File: src/rtl/mo_responder.sv
// mo_responder: responder end of the matrix-operator opcode bus, with host load/readback and opcode sequencing checks
module mo_responder #(
  parameter int MAX_N = 8,
  parameter int DW    = 10,
  parameter int YW    = 20
) (
  input  logic          clk,
  input  logic          reset,
  input  logic          ld_en,
  input  logic [2:0]    ld_sel,
  input  logic [DW-1:0] ld_i,
  input  logic [DW-1:0] ld_j,
  input  logic [DW-1:0] ld_data,
  input  logic          start,
  input  logic [2:0]    opcode,
  input  logic [DW-1:0] i,
  input  logic [DW-1:0] j,
  input  logic [YW-1:0] out_data,
  input  logic          fin,
  output logic [DW-1:0] in_data,
  input  logic [DW-1:0] rd_i,
  input  logic [DW-1:0] rd_j,
  output logic [YW-1:0] y_rdata,
  output logic          busy,
  output logic          done,
  output logic [DW-1:0] y_cnt,
  output logic          err_proto
);
  localparam int AW = $clog2(MAX_N * MAX_N);
  localparam logic [DW-1:0] MN = DW'(MAX_N);
  localparam logic [1:0] S_IDLE = 2'd0, S_RUN = 2'd1, S_DONE = 2'd2;
  localparam logic [2:0] OP_GET_N = 3'd0, OP_GET_R = 3'd1, OP_READ_A = 3'd2, OP_READ_X = 3'd3;
  localparam logic [2:0] OP_READ_B = 3'd4, OP_WRITE_Y = 3'd5, OP_INIT = 3'd7;
  logic [1:0]    state_q, state_d;
  logic [DW-1:0] n_q, n_d, r_q, r_d, y_cnt_q, y_cnt_d;
  logic [2:0]    prev_op_q, prev_op_d;
  logic          err_q, err_d;
  logic [DW-1:0] a_mem [MAX_N*MAX_N];
  logic [DW-1:0] x_mem [MAX_N*MAX_N];
  logic [DW-1:0] b_mem [MAX_N*MAX_N];
  logic [YW-1:0] y_mem [MAX_N*MAX_N];
  logic          run, idle, start_go, op_ok, legal, ld_go, y_we;
  logic [AW-1:0] op_addr, ld_addr, rd_addr;
  function automatic logic [AW-1:0] addr(input logic [DW-1:0] r, input logic [DW-1:0] c);
    return AW'(int'(r) * MAX_N + int'(c));
  endfunction
  always_comb begin
    run = state_q == S_RUN;
    idle = state_q == S_IDLE;
    start_go = start && !run;
    op_ok = i < MN && j < MN && i < n_q && j < n_q;
    op_addr = addr(i, j);
    ld_addr = addr(ld_i, ld_j);
    rd_addr = addr(rd_i, rd_j);
    ld_go = idle && ld_en && ld_i < MN && ld_j < MN;
    y_we = run && opcode == OP_WRITE_Y && op_ok;
    legal = opcode == OP_INIT
         || (prev_op_q == OP_INIT    && opcode == OP_GET_N)
         || (prev_op_q == OP_GET_N   && opcode == OP_GET_R)
         || (prev_op_q == OP_GET_R   && opcode == OP_READ_A)
         || (prev_op_q == OP_READ_A  && opcode == OP_READ_X)
         || (prev_op_q == OP_READ_X  && (opcode == OP_READ_A || opcode == OP_READ_B))
         || (prev_op_q == OP_READ_B  && opcode == OP_WRITE_Y)
         || (prev_op_q == OP_WRITE_Y && opcode == OP_READ_A);
    in_data = !run                  ? '0 :
              opcode == OP_GET_N    ? n_q :
              opcode == OP_GET_R    ? r_q :
              !op_ok                ? '0 :
              opcode == OP_READ_A   ? a_mem[op_addr] :
              opcode == OP_READ_X   ? x_mem[op_addr] :
              opcode == OP_READ_B   ? b_mem[op_addr] : '0;
    y_rdata = (rd_i < MN && rd_j < MN) ? y_mem[rd_addr] : '0;
    state_d = run ? (fin ? S_DONE : S_RUN) : (start ? S_RUN : state_q);
    n_d = (idle && ld_en && ld_sel == 3'd0) ? ld_data : n_q;
    r_d = (idle && ld_en && ld_sel == 3'd1) ? ld_data : r_q;
    prev_op_d = start_go ? OP_INIT : run ? opcode : prev_op_q;
    y_cnt_d = start_go ? '0 : y_we ? y_cnt_q + DW'(1) : y_cnt_q;
    err_d = start_go ? 1'b0 : (run && !legal) || err_q;
  end
  always_ff @(posedge clk) begin
    if (reset) begin
      state_q <= S_IDLE;
      n_q <= '0;
      r_q <= '0;
      prev_op_q <= OP_INIT;
      y_cnt_q <= '0;
      err_q <= 1'b0;
    end else begin
      state_q <= state_d;
      n_q <= n_d;
      r_q <= r_d;
      prev_op_q <= prev_op_d;
      y_cnt_q <= y_cnt_d;
      err_q <= err_d;
    end
  end
  // matrix storage has no reset so contents survive it; a reset cycle only blocks new writes
  always_ff @(posedge clk) begin
    if (!reset && ld_go && ld_sel == 3'd2) a_mem[ld_addr] <= ld_data;
    if (!reset && ld_go && ld_sel == 3'd3) x_mem[ld_addr] <= ld_data;
    if (!reset && ld_go && ld_sel == 3'd4) b_mem[ld_addr] <= ld_data;
    if (!reset && y_we) y_mem[op_addr] <= out_data;
  end
  assign busy = run;
  assign done = state_q == S_DONE;
  assign y_cnt = y_cnt_q;
  assign err_proto = err_q;
endmodule

File: config.mk
export PLATFORM = sky130hd
export DESIGN_NAME = mo_responder
export DESIGN_NICKNAME = d
export VERILOG_FILES = /design/src/rtl/mo_responder.sv
export SDC_FILE = /design/constraint.sdc
export NUM_CORES = 2
export LEC_CHECK = 0
export BUFFER_PORTS_ARGS = -buffer_cell sky130_fd_sc_hd__buf_2
export CAP_MARGIN = 20
export CORE_ASPECT_RATIO = 0.5
export CORE_UTILIZATION = 50
export CTS_CLUSTER_SIZE = 24
export DETAILED_ROUTE_END_ITERATION = 10
export HOLD_SLACK_MARGIN = 0.06
export PLACE_DENSITY = 0.65
export SLEW_MARGIN = 40
export SYNTH_ARGS = -nofsm -noshare
export SYNTH_HDL_FRONTEND = slang
export SYNTH_SLANG_ARGS = --single-unit
File: constraint.sdc
create_clock -name clk -period 5 [get_ports clk]
set_input_delay 0.5 -clock clk [delete_from_list [all_inputs] [get_ports clk]]
set_output_delay 0.5 -clock clk [all_outputs]
set_load 0.02 [all_outputs]
# Word-level counts from Yosys, hierarchy flattened
# Memory sizes are Yosys's and may differ from the RTL's.
# Cells that the tools add are included.
dict set report word_totals {
  ff_bits 36
  latchBits 0
  mem_bits_rw 3200
  rom_bits 0
  inputBits 101
  out_inout_bits 43
  elab_cells 102
  memories 4
}
# name words width read_ports rd_clocked_by_memory_dff wr line
set memory_table {}
lappend memory_table {y_mem 64 20 1 0 1 41} ;# logic [YW-1:0] y_mem [MAX_N*MAX_N];
lappend memory_table {a_mem 64 10 1 0 1 38} ;# logic [DW-1:0] a_mem [MAX_N*MAX_N];
lappend memory_table {b_mem 64 10 1 0 1 40} ;# logic [DW-1:0] b_mem [MAX_N*MAX_N];
lappend memory_table {x_mem 64 10 1 0 1 39} ;# logic [DW-1:0] x_mem [MAX_N*MAX_N];
dict set report classes {
  n_addsub 4
  n_mul 0
  n_div 0
  magnitude_cmp 8
  eq_ne 18
  n_shift 0
  muxes 19
  n_bitwise 0
  n_reduce_logical 43
}
# cell count
set op_table {}
lappend op_table {{2-to-1 mux 10 bit} 7}
lappend op_table {{less-than comparator 10 x 4 -> 1 bit (second input constant)} 6}
lappend op_table {{logical AND 1 bit} 25}
lappend op_table {{== test 3 bit (second input constant)} 7}
lappend op_table {{less-than comparator 10 bit} 2}
lappend op_table {{2-to-1 mux 20 bit} 1}
lappend op_table {{adder 6 bit} 3}
lappend op_table {{== test 3 x 2 -> 1 bit (second input constant)} 6}
lappend op_table {{adder 10 x 1 -> 10 bit (second input constant)} 1}
lappend op_table {{== test 3 x 1 -> 1 bit (second input constant)} 3}
lappend op_table {{zero test 3 bit} 3}
lappend op_table {{logical OR 1 bit} 9}
lappend op_table {{2-to-1 mux 1 bit} 8}
lappend op_table {{2-to-1 mux 2 bit} 3}
lappend op_table {{zero test 1 bit} 3}
lappend op_table {{== test 2 x 1 -> 1 bit (second input constant)} 1}
lappend op_table {{== test 2 bit (second input constant)} 1}
lappend op_table {{zero test 2 bit} 1}
lappend op_table {{nonzero test 2 bit} 1}
lappend op_table {{OR reduction 2 bit} 1}

# Longest topological paths before layout
dict set report logic_depth {
  depth_word 12
  mapped_depth 15
  mapped_depth_nobuf 11
}

# Worst setup path before layout
# Ideal clock, no wire load.
dict set report synth_timing {
  kind {input port to flip-flop}
  start {in i[0]}
  end {mem y_mem[27][0], enable pin}
  setup_ps 422
  t_arrival_ps 3884
  required_ps 4578
  slack_ps 694
  stages 9
  path_buffers 2
  path_cell_list {ha_1 inv_1 fa_1 clkbuf_1 nand2b_1 nor2_1 clkbuf_1 nand4_1 nor3_1}
}
dict set report synth_via {
  elab_chain_cells 8
  word_cells_on_any_way 10
  cone_classes {1 x add/sub; 2 x order compare; 2 x mux; 5 x reduce/logical}
}
# element line
set synth_rtl {}
lappend synth_rtl {{start: declaration} 16} ;# input logic [DW-1:0] i,
lappend synth_rtl {{less-than comparator 10 x 4 -> 1 bit} 51} ;# op_ok = i < MN && j < MN && i < n_q && j < n_q;
lappend synth_rtl {{logical AND 1 bit (3 in series)} 51}
lappend synth_rtl {{logical AND 1 bit} 56} ;# y_we = run && opcode == OP_WRITE_Y && op_ok;
lappend synth_rtl {{logical AND 1 bit} 102} ;# if (!reset && y_we) y_mem[op_addr] <= out_data;
lappend synth_rtl {{2-to-1 mux 1 bit} 102}
lappend synth_rtl {{2-to-1 mux 1 bit (implied by the code)} 102}
lappend synth_rtl {{end: declaration} 41}
# Parallel ways exist; a longest one is shown, timed or not.

# Final worst setup path
dict set report layout_timing {
  start {reg n_q[4]}
  end {out in_data[0]}
}
dict set report layout_via {
  elab_chain_cells 7
  word_cells_on_any_way 8
  cone_classes {2 x order compare; 4 x mux; 2 x reduce/logical}
}
# element line
set layout_rtl {}
lappend layout_rtl {{start: declaration} 35} ;# logic [DW-1:0] n_q, n_d, r_q, r_d, y_cnt_q, y_cnt_d;
lappend layout_rtl {{start signal: assignment} 90} ;# n_q <= n_d;
lappend layout_rtl {{less-than comparator 10 bit} 51}
lappend layout_rtl {{logical AND 1 bit} 51}
lappend layout_rtl {{logical AND 1 bit *} 51}
lappend layout_rtl {{2-to-1 mux 10 bit *} 68} ;# !op_ok ? '0 :
lappend layout_rtl {{2-to-1 mux 10 bit *} 67} ;# opcode == OP_GET_R ? r_q :
lappend layout_rtl {{2-to-1 mux 10 bit *} 66} ;# opcode == OP_GET_N ? n_q :
lappend layout_rtl {{2-to-1 mux 10 bit *} 65} ;# in_data = !run ? '0 :
lappend layout_rtl {{end: declaration} 20} ;# output logic [DW-1:0] in_data,
# Mark *: on every way between the ends. The rest lies on a longest branch, timed or not.

==> impl_metrics.env <==
export IMPL_cts_path_max_buffers=4
export IMPL_fraction_of_the_mapped_netlist_area_in_adder_cells=0.00267
export IMPL_dp_hpwl_mm=229
export IMPL_grt_pass1_wl_mm=516
export IMPL_fraction_of_synthesized_area_in_multiplexers=0.128
export IMPL_floorplan_die_width_um=711
export IMPL_core_um2=249000
export IMPL_worst_case_vdd_ir_drop_uv=223
export IMPL_grt_pass1_vias=68500
export IMPL_detail_route_wirelength_met1_mm=139
export IMPL_tritoncts_num_buffers=288
export IMPL_globalRouteOverflowTotal=0
export IMPL_post_route_clock_skew_ps=27.5
export IMPL_async_reset_ff_frac=0
export IMPL_dr_max_layer_used="met5"
export IMPL_grt_start_max_net_pins=117
export IMPL_insertion_delay_ps=870
export IMPL_setup_viol=0
export IMPL_final_layout_size_suffix_gt1_frac=0.287
export IMPL_ctsHtreeMaxLevel=5
export IMPL_final_antenna_net_count=0
export IMPL_cpPeakStageDelay_ps=740
export IMPL_post_route_utilization=0.579
export IMPL_max_freq_ghz=0.201
export IMPL_cts_sink_count=3236
export IMPL_fillers=18100
export IMPL_die_y_extent_um=356
export IMPL_row_count=129
export IMPL_dpl_cell_area_um2=135000
export IMPL_status="complete, no violations"
export IMPL_critical_path_cell_chain="inv_1, ha_1, a211oi_1, nand2_1, o2111ai_2, nand3b_1, or4_1, a21boi_1, a311o_1, buf_2"
export IMPL_synthTopCellsByArea="sky130_fd_sc_hd__edfxtp_1 77%, sky130_fd_sc_hd__mux4_2 9.4%, sky130_fd_sc_hd__mux2_2 1.7%"
export IMPL_power_density_nw_per_um2=383
export IMPL_p_total_mw=55.1
export IMPL_slew_hr=0.335
export IMPL_cp_data_arrival_time_ps=4480
export IMPL_synthDominantCellAreaShare=0.765
export IMPL_io_pins=144
export IMPL_synth_seq_area_share=0.771
export IMPL_layout_worst_path_cycle_share=0.996
export IMPL_wirelength_mm=369
export IMPL_finish_net_count=7113
export IMPL_fp_dieArea_um2=253000
export IMPL_syn_num_nets=6461
export IMPL_ys_warnings_count=0
export IMPL_synthXorXnorAreaFrac=0.00128
export IMPL_final_min_clock_period_ps=4980
export IMPL_numPortBuffers=143
export IMPL_synth_area_per_cell_um2=19.8
export IMPL_area_delta_synth_final_pct=14.7
export IMPL_tritoncts="built"
export IMPL_timing_max_cap_violations=0
export IMPL_end_kind="primary output"
export IMPL_initial_util=0.505
export IMPL_clkTransAtPathRegs_ps=70
export IMPL_detail_route_vias_per_cell=6.60
export IMPL_route_detailed_drc=0
export IMPL_count_of_flip_flops_with_a_built_in_enable_after_synthesis=3200
export IMPL_postSynthRegisterBits=3236
export IMPL_critPathRequiredTime_ps=4500
export IMPL_worstSetupPathType="register to primary output"
export IMPL_ctsRootBufferMaster="sky130_fd_sc_hd__clkbuf_16"
export IMPL_globalRouteTotalUtil=0.287
export IMPL_leading_cell_types_in_the_layout_fill_and_taps_excluded="3200 x sky130_fd_sc_hd__edfxtp_1, 601 x sky130_fd_sc_hd__buf_4, 525 x sky130_fd_sc_hd__mux4_2, 296 x sky130_fd_sc_hd__clkbuf_16, 249 x sky130_fd_sc_hd__o22ai_1"
export IMPL_layout_cells_most_common="sky130_fd_sc_hd__edfxtp_1"
export IMPL_detail_route_iter0_violations=10900
export IMPL_maximum_fanout_encountered_on_the_critical_timing_path=5
export IMPL_metal3_wl_mm=43.9
export IMPL_antenna_found_initial=15
export IMPL_synth_simple_gate_area_share=0.0285
export IMPL_synth_top_area_cell="sky130_fd_sc_hd__edfxtp_1"
export IMPL_synth_distinct_cells=79
export IMPL_tns_ps=0
export IMPL_fin_area_um2=144000
export IMPL_synth_area_um2=126000
export IMPL_synth_compound_gate_area_share=0.0523
export IMPL_met2_length_mm=169
export IMPL_tightestPinTransition_ps=988
export IMPL_timing_critical_path_slowest_stage_cell="sky130_fd_sc_hd__or4_1"
export IMPL_kind_of_start_point_of_the_critical_path="register"
export IMPL_synth_ff_type="sky130_fd_sc_hd__edfxtp_1"
export IMPL_drv_slew=0
export IMPL_first_pass_iters=6
export IMPL_p_leak_nw=46.0
export IMPL_avgRoutedWirePerCell_um=35.0
export IMPL_grt_setup_unrepaired="no"
export IMPL_hold_vio_cnt_final=0
export IMPL_dr_total_vias=69600
export IMPL_synthCells=6335
export IMPL_hold_class="input pin to register"
export IMPL_gp_routability_congestion=1.02
export IMPL_synth_top_family_by_area="multiplexers"
-- worst max-delay path: cells and delay by family (launching register included) --
kind | cells | cell delay, ps
compound gates | 4 | 1410
buf+inv | 2 | 440
fa+ha+maj | 1 | 270
simple gates | 3 | 1170
flops | 1 | 340
-- worst paths after layout --
| kind | from | to | slack [ps] | depth (start not counted) |
|---|---|---|---|---|
| worst min register to register | prev_op_q[0] | prev_op_q[0] | 490 | 2 |
| worst max register to register | state_q[0] | x_mem[43][6] | 1260 | 8 |
| worst max-delay path | n_q[4] | in_data[0] | 20 | 10 |
| worst min-delay path | ld_data[3] | a_mem[29][3] | 110 | 1 |
-- routing by layer --
layer	vias to the layer above	global-route usage
li1	27800	-
met1	36400	0.393
met2	4518	0.447
met3	856	0.0782
met4	14	0.109
met5	-	0
-- metrics by stage --
stage / worst slack [ps] / cells / hold WS, ps
3_3_place_gp: 132 / 10000 / 457
2_1_floorplan: 694 / 6335 / 445
4_1_cts: 7.58 / 10500 / 133
6_report: 17.7 / 10600 / 113
3_5_place_dp: 140 / 10000 / 479
5_1_grt: 20.9 / 10500 / 68.7
-- Yosys cell counts, types with 120 or more instances --
cell and count:
sky130_fd_sc_hd__nor2_1 211, sky130_fd_sc_hd__nor3_1 224, sky130_fd_sc_hd__clkbuf_1 219, sky130_fd_sc_hd__a21oi_1 149, sky130_fd_sc_hd__o221ai_1 120, sky130_fd_sc_hd__buf_2 136
sky130_fd_sc_hd__edfxtp_1 3200, sky130_fd_sc_hd__mux2_2 185, sky130_fd_sc_hd__mux2i_1 195, sky130_fd_sc_hd__o22ai_1 249, sky130_fd_sc_hd__nand2_1 123, sky130_fd_sc_hd__mux4_2 525
-- sequential cells by signal, summed over array words and instances, names as in the netlist --
name       count
state_q        2
y_mem       1280
n_q           10
x_mem        640
r_q           10
a_mem        640
err_proto      1
b_mem        640
prev_op_q      3
y_cnt         10
-- logic make-up (layout without fill, tap and decap cells) --
kind of cell,Yosys count,in the layout
xor gates and xnor gates,15,15
adders and majority gates,25,25
muxes,924,924
other,0,12
buffers and inverters,453,1316
DFF,3236,3236
and+or+nand+nor,745,745
AOI/OAI and AO/OA,937,937
-- power breakdown --
part	total, mW	switching (mW)	internal (mW)
clock network	21.6	9.80	11.8
registers	29.8	0.00497	29.8
logic	3.71	2.49	1.22
-- repair_timing --
item | CTS | global route
pin swaps | 1 | 3
setup buffers | 1 | 3
gates cloned | 0 | 0
hold endpoints to repair | 69 | 0
hold buffers | 8 | 0
setup endpoints to repair | 8 | 5
gates resized for setup | 0 | 11
-- final cells by class --
| type | instances | area [µm²] | area share |
|---|---|---|---|
| multi-input combinational | 2646 | 27400 | 0.190 |
| timing repair buffer | 796 | 6570 | 0.0456 |
| antenna | 12 | 30.0 | 0.000209 |
| clock inverter | 157 | 1330 | 0.00920 |
| clock buffer | 344 | 7590 | 0.0527 |
| sequential | 3236 | 96800 | 0.672 |
| inverter | 19 | 77.6 | 0.000539 |
| tap | 3340 | 4180 | 0.0290 |
Power figures use the tool's default switching activity.
